<file path="src/rtl/mem_wb_stage.sv">
//------------------------------------------------------------------------------
// Module   : mem_wb_stage
// Purpose  : MEM->WB pipeline register; selects write-back data, issues the
//            register-file write, tracks HALT. Optional macro
//            MEMWB_RETIRE_CNT_EN adds a retired-instruction counter.
// Revision : 1.0 - initial release
//------------------------------------------------------------------------------
`default_nettype none

module mem_wb_stage #(
    parameter int DATA_WIDTH     = 32,
    parameter int REG_ADDR_WIDTH = 5,
    parameter int RETIRE_WIDTH   = 32
) (
    input  logic                      i_clock,
    input  logic                      i_reset,
    input  logic                      i_enable,
    input  logic                      i_flush,
    input  logic                      i_valid,
    input  logic [DATA_WIDTH-1:0]     i_aluresult,
    input  logic [DATA_WIDTH-1:0]     i_dataread,
    input  logic [DATA_WIDTH-1:0]     i_pcplus,
    input  logic [REG_ADDR_WIDTH-1:0] i_rd,
    input  logic                      i_regwrite,
    input  logic                      i_memtoreg,
    input  logic                      i_link,
    input  logic                      i_halt,
    output logic                      o_valid,
    output logic                      o_regwrite,
    output logic [REG_ADDR_WIDTH-1:0] o_rd,
    output logic [DATA_WIDTH-1:0]     o_writedata,
    output logic                      o_halted,
    output logic [RETIRE_WIDTH-1:0]   o_retired
);

    logic                      r_valid;
    logic                      r_regwrite;
    logic [REG_ADDR_WIDTH-1:0] r_rd;
    logic [DATA_WIDTH-1:0]     r_writedata;
    logic                      r_halted;

    logic                      w_capture;
    logic                      w_halt_in;
    logic [DATA_WIDTH-1:0]     w_wbdata;
    logic                      w_valid_nxt;
    logic                      w_regwrite_nxt;
    logic [REG_ADDR_WIDTH-1:0] w_rd_nxt;
    logic [DATA_WIDTH-1:0]     w_writedata_nxt;
    logic                      w_halted_nxt;

    assign w_capture = ~r_halted & i_enable & ~i_flush;
    assign w_halt_in = i_valid & i_halt;

    // Link takes precedence over memtoreg when both are asserted.
    assign w_wbdata = i_link     ? i_pcplus   :
                      i_memtoreg ? i_dataread : i_aluresult;

    always_comb begin
        w_valid_nxt     = r_valid;
        w_regwrite_nxt  = r_regwrite;
        w_rd_nxt        = r_rd;
        w_writedata_nxt = r_writedata;
        w_halted_nxt    = r_halted;
        if (r_halted) begin
            // Frozen: keep everything, but never re-issue a write.
            w_regwrite_nxt = 1'b0;
        end else if (i_enable) begin
            if (i_flush) begin
                w_valid_nxt     = 1'b0;
                w_regwrite_nxt  = 1'b0;
                w_rd_nxt        = '0;
                w_writedata_nxt = '0;
            end else begin
                w_valid_nxt     = i_valid;
                w_rd_nxt        = i_rd;
                w_writedata_nxt = w_wbdata;
                w_regwrite_nxt  = i_valid & i_regwrite & (i_rd != '0) & ~w_halt_in;
                if (w_halt_in) begin
                    w_halted_nxt = 1'b1;
                end
            end
        end
    end

    always_ff @(posedge i_clock) begin
        if (!i_reset) begin
            r_valid     <= 1'b0;
            r_regwrite  <= 1'b0;
            r_rd        <= '0;
            r_writedata <= '0;
            r_halted    <= 1'b0;
        end else begin
            r_valid     <= w_valid_nxt;
            r_regwrite  <= w_regwrite_nxt;
            r_rd        <= w_rd_nxt;
            r_writedata <= w_writedata_nxt;
            r_halted    <= w_halted_nxt;
        end
    end

`ifdef MEMWB_RETIRE_CNT_EN
    logic [RETIRE_WIDTH-1:0] r_retired;

    // Counts every valid instruction that enters WB, HALT included.
    always_ff @(posedge i_clock) begin
        if (!i_reset) begin
            r_retired <= '0;
        end else if (w_capture && i_valid) begin
            r_retired <= r_retired + RETIRE_WIDTH'(1);
        end
    end

    assign o_retired = r_retired;
`else
    logic w_unused;
    assign w_unused  = w_capture;
    assign o_retired = '0;
`endif

    assign o_valid     = r_valid;
    assign o_regwrite  = r_regwrite;
    assign o_rd        = r_rd;
    assign o_writedata = r_writedata;
    assign o_halted    = r_halted;

endmodule

`default_nettype wire
</file>
<file path="config.mk">
export PLATFORM = sky130hd
export DESIGN_NAME = mem_wb_stage
export DESIGN_NICKNAME = d
export VERILOG_FILES = /design/src/rtl/mem_wb_stage.sv
export SDC_FILE = /design/constraint.sdc
export NUM_CORES = 1
export LEC_CHECK = 0
export BUFFER_PORTS_ARGS = -buffer_cell sky130_fd_sc_hd__buf_2
export CAP_MARGIN = 30
export CORE_MARGIN = 2
export CORE_UTILIZATION = 42
export CTS_BUF_LIST = sky130_fd_sc_hd__clkbuf_8
export DETAILED_ROUTE_END_ITERATION = 10
export PLACE_DENSITY_LB_ADDON = 0.12
export SLEW_MARGIN = 20
export SYNTH_ARGS = -nofsm -noshare
export SYNTH_HDL_FRONTEND = slang
export SYNTH_SLANG_ARGS = --single-unit
</file>
<file path="constraint.sdc">
create_clock -name i_clock -period 1.5 [get_ports i_clock]
set_input_delay 0.15 -clock i_clock [delete_from_list [all_inputs] [get_ports i_clock]]
set_output_delay 0.15 -clock i_clock [all_outputs]
set_load 0.005 [all_outputs]
</file>
==> impl_metrics.tcl <==
set metrics [dict create \
    synth_top_area_cell "sky130_fd_sc_hd__dfxtp_1" \
    power_switching_share_pct 23.7 \
    share_seq_of_total_power_pct 43.7 \
    cp.required_ps 1730 \
    synth_simple_gate_area_share_pct 22.8 \
    die-height_um 79.7 \
    area_delta_synth_final_pct 32.0 \
    dominantRegCellSynth "sky130_fd_sc_hd__dfxtp_1" \
    worst_skew_pair.late_latency_ps 290 \
    avgSynthCellArea_um2 9.44 \
    final_skew_ps 7.12 \
    ys_warn_count 0 \
    total_placed_cells_including_tap_cells 461 \
    timing.critical_path.from_type "register" \
    first_pass_iters 4 \
    slew_viol_final 0 \
    report.final.hold_viol_count 0 \
    result_of_the_run "completed" \
    synth_fa_ha_area_share_pct 0 \
    timing.setup.tns_ps 0 \
    number_of_port_buffers 149 \
    die-area_um2 6350 \
    rsz0062_at_grt "false" \
    netSwitchingPower_mw 0.616 \
    cts-resized-gates 0 \
    drt_wl_total_um 5980 \
    muxShareOfSynthArea_pct 0 \
    globalRouteTotalUtil_pct 17.5 \
    synth_xor_area_share_pct 0 \
    critical_path_arrival_ps 1550 \
    synth.ff_latch_count 40 \
    internal_power_mw 1.98 \
    synthesis.area_um2 2410 \
    cpPeakStageDelay_ps 340 \
    worstPathBufferInverterCount 1 \
    via_to_cell_ratio 4.90 \
    hold_buffers 0 \
    clock.fmax_ghz 0.758 \
    drive_above_1_share_pct 42.1 \
    chipWidth_um 79.7 \
    detail_placement_hpwl_um 4550 \
    routed_length_per_placed_instance_um 12.8 \
    critical_path_peak_fanout 23 \
    finalHoldWorstSlack_ps 130 \
    maxCapViolCount 0 \
    synth_commonest_cells "sky130_fd_sc_hd__dfxtp_1, sky130_fd_sc_hd__nor2b_1, sky130_fd_sc_hd__nand2b_1" \
    grt_first_pass_wirelength_um 8790 \
    netlist_instances 255 \
    pwr_density_cell_nw_per_um2 817 \
    instances_no_fill 469 \
    ctsRootBufferMaster "sky130_fd_sc_hd__clkbuf_8" \
    total_power_mw 2.60 \
    cts_bufs_inserted 5 \
    clock-sinks 40 \
    largest_net_degree_at_the_start_of_global_routing 65 \
    floorplan.initialDensity_pct 43.7 \
    post-route-drc-count 0 \
    synth_top_cells_by_area "sky130_fd_sc_hd__dfxtp_1, sky130_fd_sc_hd__a32o_1, sky130_fd_sc_hd__a211o_1, sky130_fd_sc_hd__buf_4, sky130_fd_sc_hd__nor2b_1" \
    detailedRoute.firstIterationViolations 82 \
    htree_levels 2 \
    first_global_vias 2004 \
    io_pins 182 \
    synth-compound-area-share_pct 27.5 \
    tritoncts "yes" \
    power_frac_comb_pct 19.7 \
    global_route_congestion_overflow_total 0 \
    routabilityCongestion 0.765 \
    synth.yosys.seq_area_share_pct 33.3 \
    timing.setup.critical_path_class "reg -> reg" \
    hold_path.class "in -> reg" \
    yosys.cell_types.count 21 \
    yosysTopAreaCellShare_pct 33.3 \
    finalSetupViolations 0 \
    period_minus_slack_ps 1320 \
    nNetsFinal 506 \
    cpLargestDelayFamily "simple AND/OR/NAND/NOR gates" \
    number_of_inserted_diodes 0 \
    fp-row-count 27 \
    power_leakage_nw 1.60 \
    antenna_violating_nets_left 0 \
    design.core.area_um2 5510 \
    path_clk_slew_ps 80 \
    cts_setup_buffers 0 \
    proportion_of_register_bits_with_asynchronous_set_or_reset_after_synthesis_pct 0 \
    cts_max_path_buffers 2 \
    setup.worst_path.end_class "register" \
    share_clk_of_total_power_pct 36.6 \
    synth_top_family_by_area "compound AO/OA/AOI/OAI gates" \
    synth_edf_count 0 \
    worstPathCellList "nand2b_1 > nor3b_4 > buf_4 > a32o_1" \
    irDropWorstVdd_mv 0.520 \
    final_min_period_over_clock_period_pct 87.9 \
    critical_path.slowest_cell "sky130_fd_sc_hd__dfxtp_1" \
    antenna_violations_before_repair 0 \
    detailroute.via_count 2296 \
    fin_util_pct 57.7 \
    post-synth-top-count-cell "sky130_fd_sc_hd__dfxtp_1" \
]
[path summary, 6_finish.rpt]
kind | from | endpoint | slack [ps] | cells after the start
setup / recovery | o_halted$_SDFF_PN0_ | o_writedata[26]$_SDFFE_PN0P_ | 180 | 4
hold / removal | i_rd[2] | o_rd[2]$_SDFFE_PN0P_ | 130 | 3
setup reg to reg | o_halted$_SDFF_PN0_ | o_writedata[26]$_SDFFE_PN0P_ | 180 | 4
hold reg to reg | o_rd[4]$_SDFFE_PN0P_ | o_rd[4]$_SDFFE_PN0P_ | 450 | 2
[worst register-to-register path, stage by stage (launching register included)]
cell,delay (ps)
sky130_fd_sc_hd__dfxtp_1,340
sky130_fd_sc_hd__nand2b_1,210
sky130_fd_sc_hd__nor3b_4,210
sky130_fd_sc_hd__buf_4,290
sky130_fd_sc_hd__a32o_1,210
[state kept, by name (all words and copies together) (netlist names)]
register	cells
o_writedata	32
o_rd	5
o_halted	1
o_regwrite	1
o_valid	1
[through the flow]
stage | setup WS (ps) | cell area (µm²)
3_3_place_gp | 239 | 3050
3_5_place_dp | 179 | 3050
5_1_grt | 74.6 | 3180
2_1_floorplan | 187 | 2520
4_1_cts | 153 | 3180
6_report | 181 | 3180
[routing by layer]
metal / part of all wire, % / track usage, % / up-vias
met2: 46 / 29.8 / 109
met4: 0.89 / 4.66 / 0
met1: 42 / 20.2 / 1039
met3: 12 / 7.35 / 6
li1: - / - / 1142
met5: 0 / 0 / -
[power by group through the flow]
stage	Sequential (mW)	Clock, mW	Combinational (mW)
after floorplan	1.16	0	0.342
after global placement	1.16	0	0.509
after detailed placement	1.16	0	0.511
after CTS	1.14	0.983	0.514
after global routing	1.14	1.02	0.568
final	1.13	0.951	0.510
[area by class of cell]
cell class / count / area, µm²
Fill cell: 562 / 2330
Multi-Input combinational cell: 192 / 1330
Timing Repair Buffer: 157 / 831
Sequential cell: 40 / 801
Clock buffer: 7 / 96.3
Tap cell: 72 / 90.1
Clock inverter: 1 / 30.0
[cells in the final DEF, fill, tap and decap left out]
master / synthesis / final
sky130_fd_sc_hd__nand2b_1: 33 / 33
sky130_fd_sc_hd__nand2_1: 9 / 9
sky130_fd_sc_hd__nor3_1: 1 / 1
sky130_fd_sc_hd__clkbuf_8: 0 / 7
sky130_fd_sc_hd__conb_1: 1 / 32
sky130_fd_sc_hd__a31o_1: 1 / 1
sky130_fd_sc_hd__buf_2: 8 / 149
sky130_fd_sc_hd__and4bb_2: 1 / 1
sky130_fd_sc_hd__a32o_1: 32 / 32
sky130_fd_sc_hd__bufinv_16: 0 / 1
sky130_fd_sc_hd__nor2b_1: 34 / 34
sky130_fd_sc_hd__a211o_1: 32 / 32
sky130_fd_sc_hd__and2_1: 1 / 1
sky130_fd_sc_hd__buf_4: 32 / 6
sky130_fd_sc_hd__a21boi_1: 6 / 6
sky130_fd_sc_hd__nor3b_4: 1 / 1
sky130_fd_sc_hd__nand3b_1: 5 / 5
sky130_fd_sc_hd__buf_12: 0 / 2
sky130_fd_sc_hd__a31oi_1: 1 / 1
sky130_fd_sc_hd__nor2_1: 2 / 2
sky130_fd_sc_hd__and2b_1: 1 / 1
sky130_fd_sc_hd__dfxtp_1: 40 / 40
[logic make-up after synthesis]
kind of cell	after synthesis
flops	40
buf+inv	54
other cells	1
simple gates	88
compound gates	72
(Power assumes the default switching activity.)
